--- src/rtl/fifo_pkg.sv ---
// Shared constants and helpers for the shift-register fifo and its read-side engine.
// The reader's state encoding lives here so the bench and other blocks can reference it.
package fifo_pkg;

    localparam int unsigned FIFO_DW = 64;

    typedef enum logic {
        IDLE = 1'b0,
        SEND = 1'b1
    } rd_state_e;

    function automatic int unsigned clog2(input int unsigned v);
        int unsigned r;
        r = 0;
        for (int unsigned p = 1; p < v; p = p << 1) begin
            r++;
        end
        return r;
    endfunction

endpackage

--- src/rtl/fifo_stream_reader_if.sv ---
// Fifo-pop and beat-stream signals of fifo_stream_reader; out_parity exists only
// when FIFO_RD_PARITY_EN is defined.
interface fifo_stream_reader_if
    import fifo_pkg::*;
#(
    parameter int unsigned DIN_W  = FIFO_DW,
    parameter int unsigned DOUT_W = 16
) ();

    logic              fifo_empty;
    logic [DIN_W-1:0]  fifo_data;
    logic              fifo_shift_out;
    logic              out_valid;
    logic              out_ready;
    logic [DOUT_W-1:0] out_data;
    logic              out_last;
    logic              busy;
`ifdef FIFO_RD_PARITY_EN
    logic              out_parity;
`endif

    modport master (
        input  fifo_empty,
        input  fifo_data,
        output fifo_shift_out,
        output out_valid,
        input  out_ready,
        output out_data,
        output out_last,
`ifdef FIFO_RD_PARITY_EN
        output out_parity,
`endif
        output busy
    );

    modport slave (
        output fifo_empty,
        output fifo_data,
        input  fifo_shift_out,
        input  out_valid,
        output out_ready,
        input  out_data,
        input  out_last,
`ifdef FIFO_RD_PARITY_EN
        input  out_parity,
`endif
        input  busy
    );

endinterface

--- src/rtl/fifo_stream_reader.sv ---
// Pops 64-bit fifo words and serializes them LSB-first into DOUT_W-bit valid/ready beats.
// Optional FIFO_RD_PARITY_EN adds an even-parity bit per beat.
module fifo_stream_reader
    import fifo_pkg::*;
#(
    parameter int unsigned DIN_W  = FIFO_DW,
    parameter int unsigned DOUT_W = 16
) (
    input  logic                 clk,
    input  logic                 res_n,
    fifo_stream_reader_if.master bus
);

    localparam int unsigned NBEATS = DIN_W / DOUT_W;
    localparam int unsigned CNT_W  = (NBEATS > 1) ? clog2(NBEATS) : 1;
    localparam logic [CNT_W-1:0] LAST_IDX = CNT_W'(NBEATS - 1);

    if (DIN_W % DOUT_W != 0) begin : g_width_check
        $error("fifo_stream_reader: DIN_W must be a multiple of DOUT_W");
    end

    rd_state_e        state_q, state_d;
    logic [DIN_W-1:0] word_q, word_d;
    logic [CNT_W-1:0] cnt_q, cnt_d;

    logic valid;
    logic accept;
    logic end_word;
    logic pop;

    always_comb begin
        valid    = (state_q == SEND);
        accept   = valid & bus.out_ready;
        end_word = accept & (cnt_q == LAST_IDX);
        pop      = res_n & ~bus.fifo_empty & (~valid | end_word);

        state_d = state_q;
        word_d  = word_q;
        cnt_d   = cnt_q;

        // A pop on the last accept reloads immediately, so words stream without a bubble.
        if (pop) begin
            word_d  = bus.fifo_data;
            cnt_d   = '0;
            state_d = SEND;
        end else if (end_word) begin
            cnt_d   = '0;
            state_d = IDLE;
        end else if (accept) begin
            word_d = word_q >> DOUT_W;
            cnt_d  = cnt_q + CNT_W'(1);
        end
    end

    always_ff @(posedge clk) begin
        if (!res_n) begin
            state_q <= IDLE;
            word_q  <= '0;
            cnt_q   <= '0;
        end else begin
            state_q <= state_d;
            word_q  <= word_d;
            cnt_q   <= cnt_d;
        end
    end

    assign bus.fifo_shift_out = pop;
    assign bus.out_valid      = valid;
    assign bus.busy           = valid;
    assign bus.out_data       = word_q[DOUT_W-1:0];
    assign bus.out_last       = valid & (cnt_q == LAST_IDX);
`ifdef FIFO_RD_PARITY_EN
    assign bus.out_parity     = ^word_q[DOUT_W-1:0];
`endif

endmodule
--- src/flat_wrapper.sv ---
// flat-port wrapper written by rule: the top's interface ports become plain ports
module fifo_stream_reader_flat import fifo_pkg::*;
#(
    parameter int unsigned DIN_W  = FIFO_DW,
    parameter int unsigned DOUT_W = 16
)
  (clk, res_n, bus_fifo_empty, bus_fifo_data, bus_fifo_shift_out, bus_out_valid, bus_out_ready, bus_out_data, bus_out_last, bus_busy);
  fifo_stream_reader_if #(.DIN_W(DIN_W), .DOUT_W(DOUT_W)) bus_i ();
  input  logic clk;
  input  logic res_n;
  input wire logic [$bits(bus_i.fifo_empty)-1:0] bus_fifo_empty;
  input wire logic [$bits(bus_i.fifo_data)-1:0] bus_fifo_data;
  output wire logic [$bits(bus_i.fifo_shift_out)-1:0] bus_fifo_shift_out;
  output wire logic [$bits(bus_i.out_valid)-1:0] bus_out_valid;
  input wire logic [$bits(bus_i.out_ready)-1:0] bus_out_ready;
  output wire logic [$bits(bus_i.out_data)-1:0] bus_out_data;
  output wire logic [$bits(bus_i.out_last)-1:0] bus_out_last;
  output wire logic [$bits(bus_i.busy)-1:0] bus_busy;
  assign bus_i.fifo_empty = bus_fifo_empty;
  assign bus_i.fifo_data = bus_fifo_data;
  assign bus_fifo_shift_out = bus_i.fifo_shift_out;
  assign bus_out_valid = bus_i.out_valid;
  assign bus_i.out_ready = bus_out_ready;
  assign bus_out_data = bus_i.out_data;
  assign bus_out_last = bus_i.out_last;
  assign bus_busy = bus_i.busy;
  fifo_stream_reader #(.DIN_W(DIN_W), .DOUT_W(DOUT_W)) u_core (.clk(clk), .res_n(res_n), .bus(bus_i));
endmodule
--- config.mk ---
export PLATFORM = sky130hd
export DESIGN_NAME = fifo_stream_reader_flat
export DESIGN_NICKNAME = d
export VERILOG_FILES = /design/src/rtl/fifo_pkg.sv /design/src/rtl/fifo_stream_reader_if.sv /design/src/rtl/fifo_stream_reader.sv /design/src/flat_wrapper.sv
export SDC_FILE = /design/constraint.sdc
export NUM_CORES = 1
export LEC_CHECK = 0
export BUFFER_PORTS_ARGS = -buffer_cell sky130_fd_sc_hd__buf_4
export CAP_MARGIN = 15
export CORE_ASPECT_RATIO = 1.1
export CORE_UTILIZATION = 52
export CTS_CLUSTER_SIZE = 20
export DETAILED_ROUTE_END_ITERATION = 7
export GPL_TIMING_DRIVEN = 0
export PLACE_DENSITY_LB_ADDON = 0.2
export SLEW_MARGIN = 20
export SYNTH_ARGS = -nofsm -noshare
export SYNTH_HDL_FRONTEND = slang
export SYNTH_SLANG_ARGS = --single-unit
--- constraint.sdc ---
create_clock -name clk -period 1.6 [get_ports clk]
set_input_delay 0.32 -clock clk [delete_from_list [all_inputs] [get_ports clk]]
set_output_delay 0.32 -clock clk [all_outputs]
set_load 0.05 [all_outputs]
==> flow_summary.json, run 1 <==
{
  "clock-sinks": 67,
  "ys_dominant_reg_cell": "sky130_fd_sc_hd__dfxtp_1",
  "dominant_combinational_cell_family_by_area_after_synthesis": "compound AO/OA/AOI/OAI gates",
  "synth_compound_area_share_pct": 30.57,
  "maxCapViolCount": 0,
  "routed_via_density": 5.546,
  "placement.io_buffers": 86,
  "area_growth_from_synthesis_to_layout_pct": 30.11,
  "cts-hold-fix-buffers": 0,
  "rsz0062_at_grt": "true",
  "antennaDiodeCount": 0,
  "synth_simple_gate_area_share_pct": 15.46,
  "multi_input_comb_area_sq_um": 1572,
  "wire_length_of_the_first_global_routing_pass_mm": 14.41,
  "final.min_clock_period_ns": 1.689,
  "setup_slack_ns": -0.08896,
  "max_freq_ghz": 0.5921,
  "globalRouteOverflowTotal": 0,
  "fillers": 475,
  "status": "complete, but fails checks",
  "criticalPathCategory": "reg -> out",
  "gpl.final_weighted_congestion": 0.8249,
  "postSynthCellCount": 386,
  "violated_checks": "negative setup slack",
  "post_synth_num_cell_types": 31,
  "clk_latency_ns": 0.34,
  "drtPass1Iterations": 5,
  "die_width_um": 77.71,
  "number_of_antenna_violations_at_the_first_check_in_global_routing": 0,
  "starting_density_of_the_core_pct": 55.43,
  "h-tree-depth": 3,
  "chipHeight_um": 85.28,
  "worst-path-max-fanout": 2,
  "yosys_register_bits": 67,
  "yosysWarningCount": 0,
  "timing.setup.tns_ns": -0.09115,
  "post_synth_instance_area_sq_um": 3278,
  "number_of_design_rule_violations_left_by_the_first_detailed_router_iteration": 198,
  "synth-edff-count": 0,
  "synth_fp_nets": 455,
  "synth_adder_area_share_pct": 0.3817,
  "synth_largest_type_area_fraction_pct": 40.92,
  "tritoncts_clock_tree": "yes",
  "fraction_of_layout_cells_with_a_size_suffix_above_1_pct": 34.97,
  "drtAntennaViolNets": 0,
  "finish.cell_count_without_fillers": 566,
  "muxShareOfSynthArea_pct": 0.3053,
  "vias": 3139,
  "critical_path.startpoint": "u_core.cnt_q[1]",
  "skew_ns": 0.006105,
  "dpl_cell_area_sq_um": 4036,
  "post_layout_instance_area_sq_um": 4265,
  "critPathLaunchType": "flop",
  "vdd_ir_drop_max_mv": 0.5303,
  "yosys.cell_count.top_type": "sky130_fd_sc_hd__nand2_1",
  "cellLeakagePower_nw": 1.652,
  "grt_max_degree": 13,
  "critical_path_arrival_ns": 1.37,
  "crit_path_end_kind": "output port",
  "min_period_over_period_pct": 105.6,
  "finish.net_count": 553,
  "globalRouteTotalUtil_pct": 27.67,
  "synth.area.top_cells": "sky130_fd_sc_hd__dfxtp_1 (41%), sky130_fd_sc_hd__nand2_1 (11%), sky130_fd_sc_hd__o31ai_1 (11%), sky130_fd_sc_hd__a31oi_1 (7.3%), sky130_fd_sc_hd__buf_4 (5.7%)",
  "synth-async-reset-ratio_pct": 0,
  "route.detailed.wl_per_inst_um": 14.99,
  "worst_ep_required_time_ns": 1.28,
  "tritoncts.num_buffers": 9,
  "fp.dieArea_sq_um": 6626,
  "ios": 88,
  "hp-start": "bus_fifo_data[59]",
  "place.detailed.hpwl_mm": 6.413,
  "register_area_sq_um": 1348,
  "max-clock-path-buffers": 2,
  "routed_wl_mm": 8.483,
  "yosysSeqAreaShare_pct": 40.92,
  "core.rowCount": 29,
  "worst_slew_pin_slew_ns": 0.5172,
  "core-area_sq_um": 5914,
  "synthesis.area_per_instance_sq_um": 8.493,
  "finalSetupViolCount": 2,
  "first_global_vias": 3039,
  "final_max_slew_viol_count": 0,
  "dpl.cell_count": 549,
  "root_buffer": "sky130_fd_sc_hd__clkbuf_8",
  "drc": 0,
  "synth_largest_area_cell": "sky130_fd_sc_hd__dfxtp_1",
  "clkSlewWorstSetupHoldPaths_ns": 0.07,
  "netlist_top_cells_count": "sky130_fd_sc_hd__nand2_1 (98), sky130_fd_sc_hd__dfxtp_1 (67), sky130_fd_sc_hd__o31ai_1 (48)",
  "holdCritPathClass": "in -> reg",
  "slew-limit-headroom_pct": 65.52,
  "worst_r2r_startpoint": "u_core.cnt_q[1]",
  "timing_hold_violations_final": 0,
  "synth_xor_area_share_pct": 0,
  "power_per_cell_area_nw_per_um2": 899.1,
  "final_util_pct": 72.12
}
## layer usage
| metal | GRT usage, % | up-vias | routed length, um |
|---|---|---|---|
| met2 | 47.14 | 117 | 4279 |
| li1 | - | 1578 | - |
| met4 | 12.01 | 0 | 203 |
| met5 | 0 | - | 0 |
| met1 | 34.54 | 1427 | 3526 |
| met3 | 4.301 | 17 | 474 |
## power breakdown
group,internal [mW],total (mW),switching (mW),leakage (nW)
logic,0.340,0.762,0.422,1.01
clock network,0.644,1.26,0.615,0.0905
registers,1.76,1.81,0.0523,0.550
total,2.75,3.83,1.09,1.65
## cell type report
class | instances | share of cell area [%]
tap | 77 | 2.259
multi-input combinational | 257 | 36.84
timing repair buffer | 90 | 16.10
buffer | 58 | 8.976
clock buffer | 14 | 3.813
clock inverter | 2 | 0.2347
inverter | 1 | 0.1760
sequential | 67 | 31.59
## flip-flops by register name (all words and copies together), names as in the netlist
name,cells
u_core.bus.busy,1
u_core.cnt_q,2
u_core.word_q,64
## per-stage QoR
step	hold slack, ns	power [mW]	worst slack (ns)
5_1_grt	0.2405	4.003	-0.1103
3_5_place_dp	0.4659	2.597	-0.07161
6_report	0.2322	3.835	-0.08896
3_3_place_gp	0.4461	2.577	-0.05219
4_1_cts	0.2300	3.840	-0.08979
2_1_floorplan	0.4381	2.325	0.03110
## cell families (layout without fill, tap and decap cells)
family / Yosys count / after routing
compound gates: 133 / 133
fa+ha+maj: 1 / 1
buf+inv: 62 / 165
simple gates: 122 / 122
mux: 1 / 1
flops: 67 / 67
## final timing paths
| path | end | slack, ns | depth (start not counted) |
|---|---|---|---|
| min | u_core.word_q[59] | 0.23 | 3 |
| max reg2reg | u_core.word_q[3] | 0.06 | 7 |
| min reg2reg | u_core.word_q[46] | 0.47 | 2 |
| max | bus_fifo_shift_out | -0.09 | 5 |
## placed cells by master (no fill, tap or decap), types with 10 or more instances in the layout
cell | synthesis | routed
sky130_fd_sc_hd__dfxtp_1 | 67 | 64
sky130_fd_sc_hd__nand3_1 | 16 | 16
sky130_fd_sc_hd__a21boi_1 | 11 | 11
sky130_fd_sc_hd__o31ai_1 | 48 | 46
sky130_fd_sc_hd__buf_2 | 19 | 13
sky130_fd_sc_hd__clkbuf_8 | 0 | 11
sky130_fd_sc_hd__a31oi_2 | 10 | 10
sky130_fd_sc_hd__nand2_1 | 98 | 98
sky130_fd_sc_hd__buf_4 | 25 | 114
sky130_fd_sc_hd__clkbuf_1 | 11 | 14
sky130_fd_sc_hd__o211ai_1 | 16 | 16
sky130_fd_sc_hd__a31oi_1 | 38 | 38
## worst max-delay path, cell delays in order, from the launching register on
cell and delay (ns):
sky130_fd_sc_hd__dfxtp_2 0.34, sky130_fd_sc_hd__ha_4 0.16, sky130_fd_sc_hd__a21bo_4 0.24, sky130_fd_sc_hd__nand2_8 0.07, sky130_fd_sc_hd__clkinvlp_4 0.08, sky130_fd_sc_hd__buf_8 0.15
## timing repair
action | CTS | global route
pin swaps | 2 | 1
buffers inserted | 4 | 0
gates resized for setup | 9 | 8
setup endpoints to repair | 2 | 36
Power figures use the tool's default switching activity.
==> inputs of run 2 (changes only) <==
CELL_PAD_IN_SITES_DETAIL_PLACEMENT = 1   (was unset)
CELL_PAD_IN_SITES_GLOBAL_PLACEMENT = 1   (was unset)
CORE_MARGIN = 2   (was unset)
CORE_UTILIZATION = 38   (was 52)
==> flow_summary.json, run 2 (synthesis gave the netlist of run 1 again) <==
{
  "status": "complete, but fails checks",
  "violated_checks": "negative setup slack",
  "starting_density_of_the_core_pct": 39.19,
  "fp.dieArea_sq_um": 9386,
  "final_max_slew_viol_count": 0,
  "report.power.total_mw": 4.033,
  "criticalPathCategory": "reg -> out",
  "r2r_setup_slack_ns": 0.09,
  "clock-sinks": 67,
  "die_width_um": 92.56,
  "rsz0062_at_grt": "true",
  "worst_slew_pin_slew_ns": 0.5923,
  "h-tree-depth": 3,
  "min_period_over_period_pct": 105.6,
  "share_clk_of_total_power_pct": 35.6,
  "power.switching_fraction_pct": 28.00,
  "final.min_clock_period_ns": 1.690,
  "fillers": 1023,
  "chipHeight_um": 101.4,
  "power_report.internal_total_mw": 2.904,
  "p_sw_mw": 1.129,
  "holdPathStages": 3,
  "drtPass1Iterations": 6,
  "vias": 3153,
  "antennaDiodeCount": 0,
  "drc": 0,
  "cellLeakagePower_nw": 1.667,
  "fraction_of_layout_cells_with_a_size_suffix_above_1_pct": 34.91,
  "power_per_cell_area_nw_per_um2": 927.9,
  "critical_path_arrival_ns": 1.37,
  "worst-path-max-fanout": 2,
  "gpl.final_weighted_congestion": 0.8261,
  "route.detailed.wl_per_inst_um": 16.53,
  "crit_path_end_kind": "output port",
  "skew_ns": 0.008249,
  "worst_r2r_startpoint": "u_core.cnt_q[1]",
  "root_buffer": "sky130_fd_sc_hd__clkbuf_8",
  "globalRouteOverflowTotal": 0,
  "routed_wl_mm": 9.886,
  "worstReg2RegEnd": "u_core.word_q[29]",
  "holdCritPathClass": "in -> reg",
  "worst-r2r-cell-count": 7,
  "hp-start": "bus_fifo_data[53]",
  "grt_max_degree": 13,
  "tritoncts_clock_tree": "yes",
  "globalRouteTotalUtil_pct": 21.91,
  "cts-hold-fix-buffers": 0,
  "critPathLaunchType": "flop",
  "ios": 88,
  "core.rowCount": 35,
  "post_layout_instance_area_sq_um": 4347,
  "placement.io_buffers": 86,
  "largest_reg_flops": 64,
  "finalSetupViolCount": 1,
  "hold_path_sink": "u_core.word_q[53]",
  "clk_latency_ns": 0.34,
  "routed_via_density": 5.273,
  "dpl_cell_area_sq_um": 4079,
  "layout.cells.most_common": "sky130_fd_sc_hd__buf_4",
  "number_of_design_rule_violations_left_by_the_first_detailed_router_iteration": 107,
  "vdd_ir_drop_max_mv": 0.4762,
  "number_of_antenna_violations_at_the_first_check_in_global_routing": 0,
  "largest-register": "u_core.word_q",
  "first_global_vias": 3218,
  "tritoncts.num_buffers": 9,
  "area_growth_from_synthesis_to_layout_pct": 32.60,
  "share_comb_of_total_power_pct": 19.3,
  "wire_length_of_the_first_global_routing_pass_mm": 16.11,
  "finish.net_count": 552,
  "final.hold.worst_slack_ns": 0.2375,
  "core-area_sq_um": 8364,
  "max-clock-path-buffers": 2,
  "slew-limit-headroom_pct": 60.51,
  "maxCapViolCount": 0,
  "place.detailed.hpwl_mm": 7.379,
  "clkSlewWorstSetupHoldPaths_ns": 0.07,
  "power.sequential.fraction_pct": 45.0,
  "layout.cells.most_common_list": "sky130_fd_sc_hd__buf_4 (116), sky130_fd_sc_hd__nand2_1 (98), sky130_fd_sc_hd__dfxtp_1 (64)",
  "max_freq_ghz": 0.5917,
  "setup_slack_ns": -0.08994,
  "timing_hold_violations_final": 0,
  "drtAntennaViolNets": 0,
  "worst_ep_required_time_ns": 1.28
}
==> run 2: worst max-delay path, cell delays in order, from the launching register on <==
cell	delay (ns)
sky130_fd_sc_hd__dfxtp_2	0.34
sky130_fd_sc_hd__ha_4	0.16
sky130_fd_sc_hd__a21bo_4	0.23
sky130_fd_sc_hd__nand2_8	0.07
sky130_fd_sc_hd__clkinvlp_4	0.08
sky130_fd_sc_hd__buf_8	0.15
==> run 2: per-stage QoR <==
stage,setup slack [ns],setup TNS [ns],utilization (%),cells
after floorplan,0.03110,0,-,386
after detailed placement,-0.07648,-0.08858,48.77,583
final,-0.08994,-0.08994,51.97,598
after CTS,-0.1154,-0.1271,51.82,600
after global placement,-0.07110,-0.07110,48.77,583
after global routing,-0.1366,-0.1853,51.97,598
==> run 2: power groups by stage <==
stage	Sequential, mW	Clock (mW)	Combinational [mW]
2_1_floorplan	1.84	0	0.484
3_3_place_gp	1.85	0	0.747
3_5_place_dp	1.85	0	0.762
4_1_cts	1.82	1.45	0.778
5_1_grt	1.83	1.54	0.845
6_report	1.82	1.44	0.780
==> run 2: area by class of cell <==
class	instances	area [sq um]	share of cell area (%)
Buffer	58	411.6	9.470
Clock buffer	13	158.9	3.656
Clock inverter	2	35.03	0.8060
Inverter	1	7.507	0.1727
Multi-Input combinational cell	257	1568	36.07
Sequential cell	67	1348	31.00
Tap cell	111	138.9	3.195
Timing Repair Buffer	89	679.4	15.63
==> run 2: timing repair <==
item,4_1_cts,5_1_grt
setup buffers,4,0
endpoints found under the setup margin,2,57
endpoints found under the hold margin,0,0
resized for setup,13,17
pin swaps,2,2
==> run 2: worst max path at each step <==
stage	cells after the start	to	startpoint
2_1_floorplan	6	bus_fifo_shift_out	u_core.cnt_q[0]
5_1_grt	5	bus_fifo_shift_out	u_core.cnt_q[0]
6_report	5	bus_fifo_shift_out	u_core.cnt_q[0]
3_3_place_gp	7	bus_fifo_shift_out	u_core.cnt_q[0]
4_1_cts	5	bus_fifo_shift_out	u_core.cnt_q[0]
3_5_place_dp	7	bus_fifo_shift_out	u_core.cnt_q[0]
==> run 2: routing by layer <==
layer | routed length, um | share of wire, % | global-route usage [%] | vias up
li1 | - | - | - | 1576
met1 | 4181 | 42 | 26.80 | 1482
met2 | 5161 | 52 | 39.58 | 83
met3 | 440 | 4.5 | 3.348 | 12
met4 | 102 | 1.0 | 7.003 | 0
met5 | 0 | 0 | 0 | -
